===== src/rtl/add_sub_pkg.sv =====
// Shared definitions for the digit-serial adder/subtractor: FSM encoding,
// operation codes and the digit-counter width helper.
package add_sub_pkg;

  typedef enum logic [1:0] {
    IDLE = 2'd0,
    RUN  = 2'd1,
    FIN  = 2'd2
  } state_t;

  localparam logic OP_ADD = 1'b0;
  localparam logic OP_SUB = 1'b1;

  function automatic int cnt_w(input int ndig);
    return (ndig > 1) ? $clog2(ndig) : 1;
  endfunction

endpackage


===== src/rtl/add_digit.sv =====
// DIGIT-wide ripple-carry adder built from full-adder cells; also exposes the
// carry into the top bit so the caller can form signed overflow.
module add_digit #(
  parameter int DIGIT = 4
) (
  input  logic [DIGIT-1:0] x,
  input  logic [DIGIT-1:0] y,
  input  logic             c_in,
  output logic [DIGIT-1:0] s,
  output logic             c_out,
  output logic             c_msb
);

  logic [DIGIT:0] c;

  assign c[0] = c_in;

  for (genvar i = 0; i < DIGIT; i++) begin : g_fa
    assign s[i]   = x[i] ^ y[i] ^ c[i];
    assign c[i+1] = (x[i] & y[i]) | (c[i] & (x[i] ^ y[i]));
  end

  assign c_out = c[DIGIT];
  assign c_msb = c[DIGIT-1];

endmodule


===== src/rtl/serial_add_sub.sv =====
// Digit-serial two's-complement adder/subtractor: DIGIT bits per clock,
// WIDTH/DIGIT cycles per operation, with ovf/cout/zero flags and accumulate.
module serial_add_sub
  import add_sub_pkg::*;
#(
  parameter int WIDTH = 16,
  parameter int DIGIT = 4
) (
  input  logic             clk,
  input  logic             rst_n,
  input  logic             start,
  input  logic             sel,
  input  logic             acc,
  input  logic [WIDTH-1:0] a,
  input  logic [WIDTH-1:0] b,
  output logic             busy,
  output logic             done,
  output logic [WIDTH-1:0] s,
  output logic             ovf,
  output logic             cout,
  output logic             zero
);

  localparam int NDIG = WIDTH / DIGIT;
  localparam int CW   = cnt_w(NDIG);
  localparam logic [CW-1:0] LAST = CW'(NDIG - 1);

  state_t           state_q, state_d;
  logic [WIDTH-1:0] opa_q, opb_q;
  logic             carry_q;
  logic [CW-1:0]    cnt_q;

  logic [DIGIT-1:0] dsum;
  logic             dcout, dcmsb;
  logic [WIDTH-1:0] part_nxt;
  logic             accept, step, last;

  assign accept = start && (state_q != RUN);
  assign step   = (state_q == RUN);
  assign last   = step && (cnt_q == LAST);
  assign busy   = (state_q == RUN);
  assign done   = (state_q == FIN);

  add_digit #(.DIGIT(DIGIT)) u_digit (
    .x    (opa_q[DIGIT-1:0]),
    .y    (opb_q[DIGIT-1:0]),
    .c_in (carry_q),
    .s    (dsum),
    .c_out(dcout),
    .c_msb(dcmsb)
  );

  // Partial result holds only the digits already produced; the newest digit
  // enters at the top so the finished word lines up after NDIG steps.
  if (DIGIT == WIDTH) begin : g_one
    assign part_nxt = dsum;
  end else begin : g_multi
    logic [WIDTH-DIGIT-1:0] part_q;

    assign part_nxt = {dsum, part_q};

    always_ff @(posedge clk or negedge rst_n) begin
      if (!rst_n) begin
        part_q <= '0;
      end else if (accept) begin
        part_q <= '0;
      end else if (step) begin
        part_q <= part_nxt[WIDTH-1:DIGIT];
      end
    end
  end

  always_ff @(posedge clk or negedge rst_n) begin
    if (!rst_n) state_q <= IDLE;
    else        state_q <= state_d;
  end

  always_comb begin
    state_d = state_q;
    case (state_q)
      IDLE:    if (start) state_d = RUN;
      RUN:     if (cnt_q == LAST) state_d = FIN;
      FIN:     state_d = start ? RUN : IDLE;
      default: state_d = IDLE;
    endcase
  end

  // Operand shifters, carry and counter; result/flags only move on the final step.
  always_ff @(posedge clk or negedge rst_n) begin
    if (!rst_n) begin
      opa_q   <= '0;
      opb_q   <= '0;
      carry_q <= 1'b0;
      cnt_q   <= '0;
      s       <= '0;
      ovf     <= 1'b0;
      cout    <= 1'b0;
      zero    <= 1'b0;
    end else if (accept) begin
      opa_q   <= acc ? s : a;
      opb_q   <= b ^ {WIDTH{sel}};
      carry_q <= (sel == OP_SUB);
      cnt_q   <= '0;
    end else if (step) begin
      opa_q   <= opa_q >> DIGIT;
      opb_q   <= opb_q >> DIGIT;
      carry_q <= dcout;
      cnt_q   <= cnt_q + 1'b1;
      if (last) begin
        s    <= part_nxt;
        cout <= dcout;
        ovf  <= dcmsb ^ dcout;
        zero <= (part_nxt == '0);
      end
    end
  end

endmodule


===== config.mk =====
export PLATFORM = sky130hd
export DESIGN_NAME = serial_add_sub
export DESIGN_NICKNAME = d
export VERILOG_FILES = /design/src/rtl/add_sub_pkg.sv /design/src/rtl/add_digit.sv /design/src/rtl/serial_add_sub.sv
export SDC_FILE = /design/constraint.sdc
export NUM_CORES = 1
export LEC_CHECK = 0
export ABC_AREA = 1
export CAP_MARGIN = 25
export CORE_ASPECT_RATIO = 0.75
export CORE_MARGIN = 4
export CORE_UTILIZATION = 44
export CTS_CLUSTER_SIZE = 16
export DETAILED_ROUTE_END_ITERATION = 7
export PLACE_DENSITY_LB_ADDON = 0.05
export SETUP_SLACK_MARGIN = 0.2
export SYNTH_ARGS = -nofsm -noshare
export SYNTH_HDL_FRONTEND = slang
export SYNTH_SLANG_ARGS = --single-unit

===== constraint.sdc =====
create_clock -name clk -period 2.2 [get_ports clk]
set_clock_uncertainty 0.15 [all_clocks]
set_input_delay 0.66 -clock clk [delete_from_list [all_inputs] [get_ports clk]]
set_output_delay 0.66 -clock clk [all_outputs]
set_load 0.02 [all_outputs]

==> results of run 1 <==
[Yosys cell counts, drive strengths merged]
master  count
nand2     116
dfrtp      68
inv        52
o21ai      38
o211ai     19
xor2       17
buf        15
nor2       15
o22ai      13
nand3       8
clkbuf      5
fa          4
a21oi       1
ha          1
[sequential cells by signal, summed over array words and instances (netlist names)]
name            count
g_multi.part_q     12
zero                1
opb_q              16
ovf                 1
opa_q              16
carry_q             1
s                  16
state_q             2
cout                1
cnt_q               2
[final cells by class]
type,instances,area (um2)
inverters,52,195
well taps,98,123
repair buffers,75,773
multi-input cells,232,1250
clock inverters,3,15.0
fillers,645,2800
flip-flops and latches,68,1700
clock buffers,12,135
[power groups by stage]
| stage | registers (mW) | clock network [mW] | logic [mW] |
|---|---|---|---|
| 2_1_floorplan | 2.17 | 0 | 1.44 |
| 3_3_place_gp | 2.06 | 0 | 2.49 |
| 3_5_place_dp | 2.08 | 0 | 2.52 |
| 4_1_cts | 2.05 | 0.862 | 2.48 |
| 5_1_grt | 2.11 | 0.925 | 2.82 |
| 6_report | 2.05 | 0.835 | 2.52 |
[through the flow]
step / worst slack, ns / hold slack (ns) / total power, mW / instances
2_1_floorplan: -0.157 / 0.214 / 3.61 / 372
3_3_place_gp: -0.192 / 0.310 / 4.55 / 521
3_5_place_dp: -0.233 / 0.315 / 4.60 / 521
4_1_cts: -0.206 / 0.184 / 5.39 / 538
5_1_grt: -0.310 / 0.188 / 5.85 / 540
6_report: -0.183 / 0.173 / 5.40 / 540
[final timing paths]
check                           startpoint   endpoint
min in group clk                 opa_q[14]  opa_q[14]
worst min register to register   opa_q[14]  opa_q[14]
max in group asynchronous            rst_n       s[0]
worst max register to register    opa_q[0]       zero
worst max-delay path              opa_q[0]       zero
worst min-delay path                 rst_n   opb_q[4]
[per-layer routing]
layer	routed length [um]	track usage, %	up-vias
met2	3180	26.9	88
met3	482	6.53	11
met1	3870	27.9	1228
met5	0	0	-
met4	95	4.54	0
li1	-	-	1297
[logic make-up after synthesis]
kind of cell | Yosys count
and+or+nand+nor | 139
buffers and inverters | 72
AOI/OAI and AO/OA | 71
DFF | 68
xor gates and xnor gates | 17
adders and majority gates | 5
[worst max-delay path, cell delays in order, from the launching register on]
cell	delay [ns]
dfrtp_1	0.38
inv_2	0.07
fa_2	0.20
inv_2	0.04
fa_2	0.33
fa_2	0.35
inv_2	0.06
fa_1	0.42
inv_1	0.06
nor2_1	0.04
nand2_1	0.05
nor2_1	0.03
nand3_1	0.05
nand2_1	0.05
[timing repair]
| action | CTS | global route |
|---|---|---|
| gates resized for setup | 30 | 3 |
| pin swaps | 4 | 2 |
| cloned | 0 | 0 |
| buffers inserted | 2 | 2 |
| hold buffers | 0 | 0 |
| setup endpoints to repair | 28 | 9 |
| endpoints found under the hold margin | 0 | 0 |
==> flow_metrics.tcl, run 1 <==
set metrics [dict create \
    run_status "complete, but fails checks" \
    violations "setup timing" \
    antenna_cells 0 \
    rsz0062_at_grt "true" \
    track_usage_pct 19.0 \
    synth_top_family_by_area "simple AND/OR/NAND/NOR gates" \
    h-tree-depth 3 \
    nNetsFinal 480 \
    final_cell_mix "114 x nand2_1, 68 x dfrtp_1, 45 x inv_1" \
    synth_simple_gate_area_share_pct 16.9 \
    fin_crit_sh_pct 108 \
    peakVddDrop_mv 0.506 \
    pin_count 58 \
    gp_congestion 0.763 \
    finalCriticalPeriod_ns 2.38 \
    seq_area_frac_synth_pct 52.2 \
    synth_area_um2 3260 \
    cp_max_fo 2 \
    ys_warn_count 0 \
    drtAntennaViolNets 0 \
    drc 0 \
    synth_nets 414 \
    drtIter0Drc 134 \
    cts_sinks 68 \
    synth_cell_type_count 22 \
    netSwitchingPower_mw 2.20 \
    root_buffer "clkbuf_8" \
    endpoint_kind "register" \
    required_ns 2.28 \
    area_growth_pct 28.8 \
    vias 2624 \
    grt_pass1_wl_um 12800 \
    post_synth.cell_area_avg_um2 8.76 \
    grt_pass1_vias 2516 \
    die_w_um 107 \
    finalHoldViolCount 0 \
    io_buffers 57 \
    synth_compound_area_share_pct 13.8 \
    r2r_slack_ns -0.18 \
    critPathKind "register to register" \
    cts_tree "yes" \
    p_seq_share_pct 37.9 \
    synth_top_cell_by_area "dfrtp_1" \
    cts_buffers 9 \
    synth_area_leaders "dfrtp_1 52%, nand2_1 13%, inv_1 5.8%" \
    leakagePower_nw 2.03 \
    wirelength_um 7630 \
    clockPowerShare_pct 15.5 \
    grt_max_degree 69 \
    timing.fmax_ghz 0.420 \
    crit_path_start_kind "register" \
    first_pass_iters 4 \
    tightest_slew_ns 0.371 \
    syn_inst 372 \
    num_rows 26 \
    setup-tns-final_ns -0.434 \
    power.internal_mw 3.20 \
    pwr-share-comb_pct 46.6 \
    swShare_pct 40.8 \
    grt.overflow.total 0 \
    slew_viol_final 0 \
    worst_slew_margin_rel_pct 75.3 \
    mostFrequentLayoutCell "nand2_1" \
    cap_violations 0 \
    finalSetupViolCount 3 \
    drive_gt1_share_pct 12.9 \
    synth_mux_area_share_pct 0 \
    cts_buffer_depth 2 \
    die_area_um2 8860 \
    setup_ws_ns -0.183 \
    clk_pin_slew_ns 0.07 \
    cp.arrival_ns 2.46 \
    synth_seq_cells 68 \
    wl_per_cell_um 14.1 \
    fin_util_pct 60.0 \
    fp.dieH_um 82.5 \
    vias_per_cell 4.86 \
    synth_fa_ha_area_share_pct 2.84 \
    coreArea_um2 6990 \
    dpl.hpwl_um 5300 \
    yosysTopAreaCellShare_pct 52.2 \
    reg2reg_depth 13 \
    power.density_nw_per_um2 1290 \
    hp-class "input pin to asynchronous set/reset pin" \
    antenna_found_initial 0 \
    placed_area_um2 4040 \
    clock_latency_ns 0.34 \
    design_area_um2 4200 \
    synth-xor-area-share_pct 4.57 \
    initial_core_util_pct 46.6 \
]
Note: power is estimated with default switching activity, not from simulation.
==> inputs of run 2 (changes only) <==
--- a/config.mk
+++ b/config.mk
@@ -8,12 +8,12 @@
 export ABC_AREA = 1
 export CAP_MARGIN = 25
 export CORE_ASPECT_RATIO = 0.75
-export CORE_MARGIN = 4
 export CORE_UTILIZATION = 44
 export CTS_CLUSTER_SIZE = 16
 export DETAILED_ROUTE_END_ITERATION = 7
 export PLACE_DENSITY_LB_ADDON = 0.05
 export SETUP_SLACK_MARGIN = 0.2
+export SKIP_CTS_REPAIR_TIMING = 1
 export SYNTH_ARGS = -nofsm -noshare
 export SYNTH_HDL_FRONTEND = slang
 export SYNTH_SLANG_ARGS = --single-unit
==> run 2 against run 1 <==
The flow still finishes with violations (setup timing); combinational power about the same; die area down 12%; clock power up 44%; critical path depth unchanged; first-iteration DRC count down 26%; final area up 3.5%; global-route usage up 2.2 points; sequential share of layout area down 1.4 points; worst hold slack worse by 0.041 ns; sequential cell count unchanged; sequential power about the same; non-clock buffer count unchanged.
==> flow_metrics.tcl, run 2 (synthesis gave the netlist of run 1 again) <==
set metrics [dict create \
    cp_num_buf_inv 4 \
    placed_area_um2 4050 \
    fin_crit_sh_pct 110 \
    critical-path-slowest-cell "fa_2" \
    setup_ws_ns -0.230 \
    clk_pin_slew_ns 0.07 \
    cts_buffers 9 \
    antenna_cells 0 \
    cts_sinks 68 \
    wl_per_cell_um 13.7 \
    grt_pass1_vias 2527 \
    timing.fmax_ghz 0.411 \
    gp_congestion 0.768 \
    worst_slew_margin_rel_pct 65.9 \
    nFillCells 630 \
    critPathKind "register to register" \
    vias_per_cell 4.85 \
    finalCriticalPeriod_ns 2.43 \
    setup-tns-final_ns -0.596 \
    initial_core_util_pct 46.6 \
    path_common_cell "fa_2" \
    die_area_um2 7760 \
    fp.dieH_um 76.5 \
    hp-class "input pin to asynchronous set/reset pin" \
    tightest_slew_ns 0.511 \
    leakagePower_nw 2.28 \
    cp_slowest_stage_delay_ns 0.43 \
    finalHoldViolCount 0 \
    power.density_nw_per_um2 1320 \
    run_status "complete, but fails checks" \
    path_delay_family "adder cells" \
    wirelength_um 7400 \
    violations "setup timing" \
    coreArea_um2 6990 \
    io_buffers 57 \
    grt_max_degree 39 \
    regArea_um2 1700 \
    num_rows 26 \
    crit_start "carry_q" \
    area_growth_pct 33.3 \
    root_buffer "clkbuf_8" \
    top_regs "opa_q (16), opb_q (16), s (16)" \
    vias 2625 \
    nNetsFinal 480 \
    path_cells "inv_2 -> fa_2 -> inv_2 -> fa_2 -> fa_2 -> inv_2 -> fa_2 -> inv_1 -> nor2_1 -> nand2_1 -> nor2_1 -> nand3_1 -> nand2_1" \
    endpoint_kind "register" \
    mostFrequentLayoutCell "nand2_1" \
    drtAntennaViolNets 0 \
    r2r-start "carry_q" \
    power_mw 5.74 \
    cap_violations 0 \
    first_pass_iters 4 \
    cp_max_fo 2 \
    required_ns 2.28 \
    antenna_found_initial 0 \
    final_cell_mix "114 x nand2_1, 68 x dfrtp_1, 45 x inv_1" \
    slew_viol_final 0 \
    cts_buffer_depth 2 \
    timing.hold.ws_ns 0.133 \
    grt.overflow.total 0 \
    dpl.hpwl_um 5360 \
    clock_latency_ns 0.34 \
    drive_gt1_share_pct 13.5 \
    cts_tree "yes" \
    peakVddDrop_mv 0.510 \
    multi_input_area_um2 1250 \
    grt_pass1_wl_um 12300 \
    drc 0 \
    die_w_um 101 \
    crit_path_start_kind "register" \
    finalSetupViolCount 3 \
    cp.arrival_ns 2.51 \
    drtIter0Drc 99 \
    rsz0062_at_grt "true" \
    pin_count 58 \
    design_area_um2 4340 \
    h-tree-depth 3 \
    dp_slack_ns -0.229 \
    track_usage_pct 21.1 \
]
-- run 2: worst reg2reg max path, cell delays in order, from the launching register on --
cell	delay (ns)
dfrtp_1	0.39
inv_2	0.07
fa_2	0.19
inv_2	0.04
fa_2	0.35
fa_2	0.36
inv_2	0.06
fa_2	0.43
inv_1	0.06
nor2_1	0.04
nand2_1	0.05
nor2_1	0.04
nand3_1	0.05
nand2_1	0.05
-- run 2: layout make-up --
type | instances | area share [%]
Clock buffer | 13 | 3.89
Clock inverter | 3 | 1.56
Inverter | 52 | 4.49
Multi-Input combinational cell | 232 | 28.8
Sequential cell | 68 | 39.2
Tap cell | 98 | 2.82
Timing Repair Buffer | 75 | 19.3
-- run 2: final timing paths --
| path | to | slack [ns] | cells after the start |
|---|---|---|---|
| setup / recovery | zero | -0.23 | 13 |
| hold / removal | opb_q[15] | 0.13 | 1 |
| max in group asynchronous | opb_q[3] | 1.25 | 2 |
| min in group clk | opa_q[14] | 0.33 | 2 |
| setup reg to reg | zero | -0.23 | 13 |
| hold reg to reg | opa_q[14] | 0.33 | 2 |
-- run 2: metrics by stage --
step                utilization, %  cells
floorplan                        -    372
global placement              57.9    523
detailed placement            57.9    523
CTS                           61.3    539
global route                  62.1    541
finish                        62.1    541
-- run 2: metal layers --
metal | share of wire (%) | global-route usage [%] | vias up | wire, um
li1 | - | - | 1304 | -
met1 | 53 | 31.1 | 1263 | 3890
met2 | 42 | 29.8 | 54 | 3110
met3 | 4.7 | 6.61 | 4 | 345
met4 | 0.72 | 5.94 | 0 | 53
met5 | 0 | 0 | - | 0
-- run 2: power by group --
group	leakage, nW	switching (mW)	internal, mW
Combinational	1.27	1.43	1.06
Sequential	0.886	0.299	1.75
Clock	0.116	0.466	0.732
==> inputs of run 3 (changes only) <==
--- a/config.mk
+++ b/config.mk
@@ -8,12 +8,14 @@
 export ABC_AREA = 1
 export CAP_MARGIN = 25
 export CORE_ASPECT_RATIO = 0.75
+export CORE_MARGIN = 4
 export CORE_UTILIZATION = 44
 export CTS_CLUSTER_SIZE = 16
 export DETAILED_ROUTE_END_ITERATION = 7
 export PLACE_DENSITY_LB_ADDON = 0.05
 export SETUP_SLACK_MARGIN = 0.2
 export SKIP_CTS_REPAIR_TIMING = 1
+export SLEW_MARGIN = 20
 export SYNTH_ARGS = -nofsm -noshare
 export SYNTH_HDL_FRONTEND = slang
 export SYNTH_SLANG_ARGS = --single-unit
==> run 3 against run 2 <==
The run still ends with setup timing left; combinational power is essentially flat; clock power down 30%; sequential power barely moved; power shrank 5.9%; maximum frequency grew 0.31%; via count is 2.7% lower; core utilization is 1.5 points lower; worst hold slack gained 0.043 ns; final cell count fell by 0.74%.
==> flow_metrics.tcl, run 3 (synthesis gave the netlist of run 1 again) <==
set metrics [dict create \
    run_status "complete, but fails checks" \
    violations "setup timing" \
    timing.fmax_ghz 0.413 \
    grt_pass1_vias 2506 \
    mostFrequentLayoutCell "nand2_1" \
    grt_max_degree 69 \
    vias_per_cell 4.76 \
    nFillCells 621 \
    timing.hold.ws_ns 0.175 \
    track_usage_pct 18.9 \
    tightest_slew_ns 0.369 \
    critPathKind "register to register" \
    endpoint_kind "register" \
    drtIter0Drc 118 \
    cts_buffer_depth 2 \
    multi_input_area_um2 1260 \
    grt_pass1_wl_um 12900 \
    antenna_found_initial 0 \
    final_cell_mix "114 x nand2_1, 68 x dfrtp_1, 46 x inv_1" \
    critical-path-slowest-cell "fa_1" \
    required_ns 2.28 \
    wl_per_cell_um 14.1 \
    finalSetupViolCount 3 \
    antenna_cells 0 \
    fin_crit_sh_pct 110 \
    worst_slew_margin_rel_pct 75.4 \
    power_mw 5.40 \
    setup_ws_ns -0.223 \
    grt.overflow.total 0 \
    peakVddDrop_mv 0.512 \
    crit_path_start_kind "register" \
    path_delay_family "adder cells" \
    cts_buffers 9 \
    top_regs "opa_q (16), opb_q (16), s (16)" \
    die_area_um2 8860 \
    hp-class "input pin to asynchronous set/reset pin" \
    drc 0 \
    finalCriticalPeriod_ns 2.42 \
    cp_num_buf_inv 4 \
    root_buffer "clkbuf_8" \
    wirelength_um 7570 \
    design_area_um2 4240 \
    nNetsFinal 477 \
    cp_slowest_stage_delay_ns 0.42 \
    slew_viol_final 0 \
    h-tree-depth 3 \
    drtAntennaViolNets 0 \
    cts_sinks 68 \
    leakagePower_nw 2.23 \
    rsz0062_at_grt "true" \
    finalHoldViolCount 0 \
    cap_violations 0 \
    clock_latency_ns 0.34 \
    io_buffers 57 \
    clk_pin_slew_ns 0.07 \
    first_pass_iters 4 \
    drive_gt1_share_pct 12.3 \
    fp.dieH_um 82.5 \
    placed_area_um2 4040 \
    dpl.hpwl_um 5300 \
    dp_slack_ns -0.233 \
    cp_max_fo 2 \
    area_growth_pct 30.1 \
    power.density_nw_per_um2 1270 \
    vias 2554 \
    cts_tree "yes" \
    cp.arrival_ns 2.50 \
    gp_congestion 0.763 \
    regArea_um2 1700 \
    path_cells "inv_2 -> fa_2 -> inv_2 -> fa_2 -> fa_2 -> inv_2 -> fa_1 -> inv_1 -> nor2_2 -> nand2_1 -> nor2_1 -> nand3_1 -> nand2_1" \
    initial_core_util_pct 46.6 \
    die_w_um 107 \
    coreArea_um2 6990 \
    pin_count 58 \
    num_rows 26 \
]
==> run 3: changes by cell type in the layout (fill, tap and decap cells not counted), sizes merged <==
cell	delta
buf	-3
clkinv	+3
bufinv	-2
clkbuf	-1
clkinvlp	-1
==> run 3: worst register-to-register path: stages (launching register included) <==
cell and delay, ns:
dfrtp_1 0.38, inv_2 0.07, fa_2 0.20, inv_2 0.04, fa_2 0.35, fa_2 0.35
inv_2 0.06, fa_1 0.42, inv_1 0.08, nor2_2 0.04, nand2_1 0.04, nor2_1 0.03
nand3_1 0.05, nand2_1 0.06
==> run 3: through the flow <==
stage               instances  TNS [ns]  util (%)
finish                    537    -0.527      60.6
global placement          521    -0.452      57.7
detailed placement        521    -0.618      57.7
global route              537    -0.889      60.6
CTS                       536     -1.05      59.8
floorplan                 372    -0.169         -
==> run 3: per-layer routing <==
layer	vias to the layer above	routed length [um]	global-route usage, %
met5	-	0	0
met4	0	48	4.16
met3	5	393	6.45
met2	64	3200	26.6
met1	1189	3930	28.2
li1	1296	-	-
==> run 3: layout make-up <==
| type | instances | share of cell area, % |
|---|---|---|
| Tap cell | 98 | 2.89 |
| Multi-Input combinational cell | 232 | 29.6 |
| Clock inverter | 3 | 0.354 |
| Clock buffer | 12 | 3.19 |
| Timing Repair Buffer | 72 | 19.2 |
| Inverter | 52 | 4.60 |
| Sequential cell | 68 | 40.1 |
==> run 3: final timing paths <==
check / to / slack [ns] / start / depth (start not counted)
max in group asynchronous: g_multi.part_q[0] / 1.42 / rst_n / 2
worst max register to register: zero / -0.22 / opa_q[0] / 13
min in group clk: opa_q[14] / 0.33 / opa_q[14] / 2
worst min-delay path: opb_q[4] / 0.18 / rst_n / 2
worst min register to register: opa_q[14] / 0.33 / opa_q[14] / 2
worst max-delay path: zero / -0.22 / opa_q[0] / 13
==> run 3: report_power, final <==
part	switching, mW	total [mW]	internal [mW]
sequential	0.304	2.06	1.75
combinational	1.45	2.51	1.07
clock	0.436	0.834	0.398
total	2.19	5.40	3.21
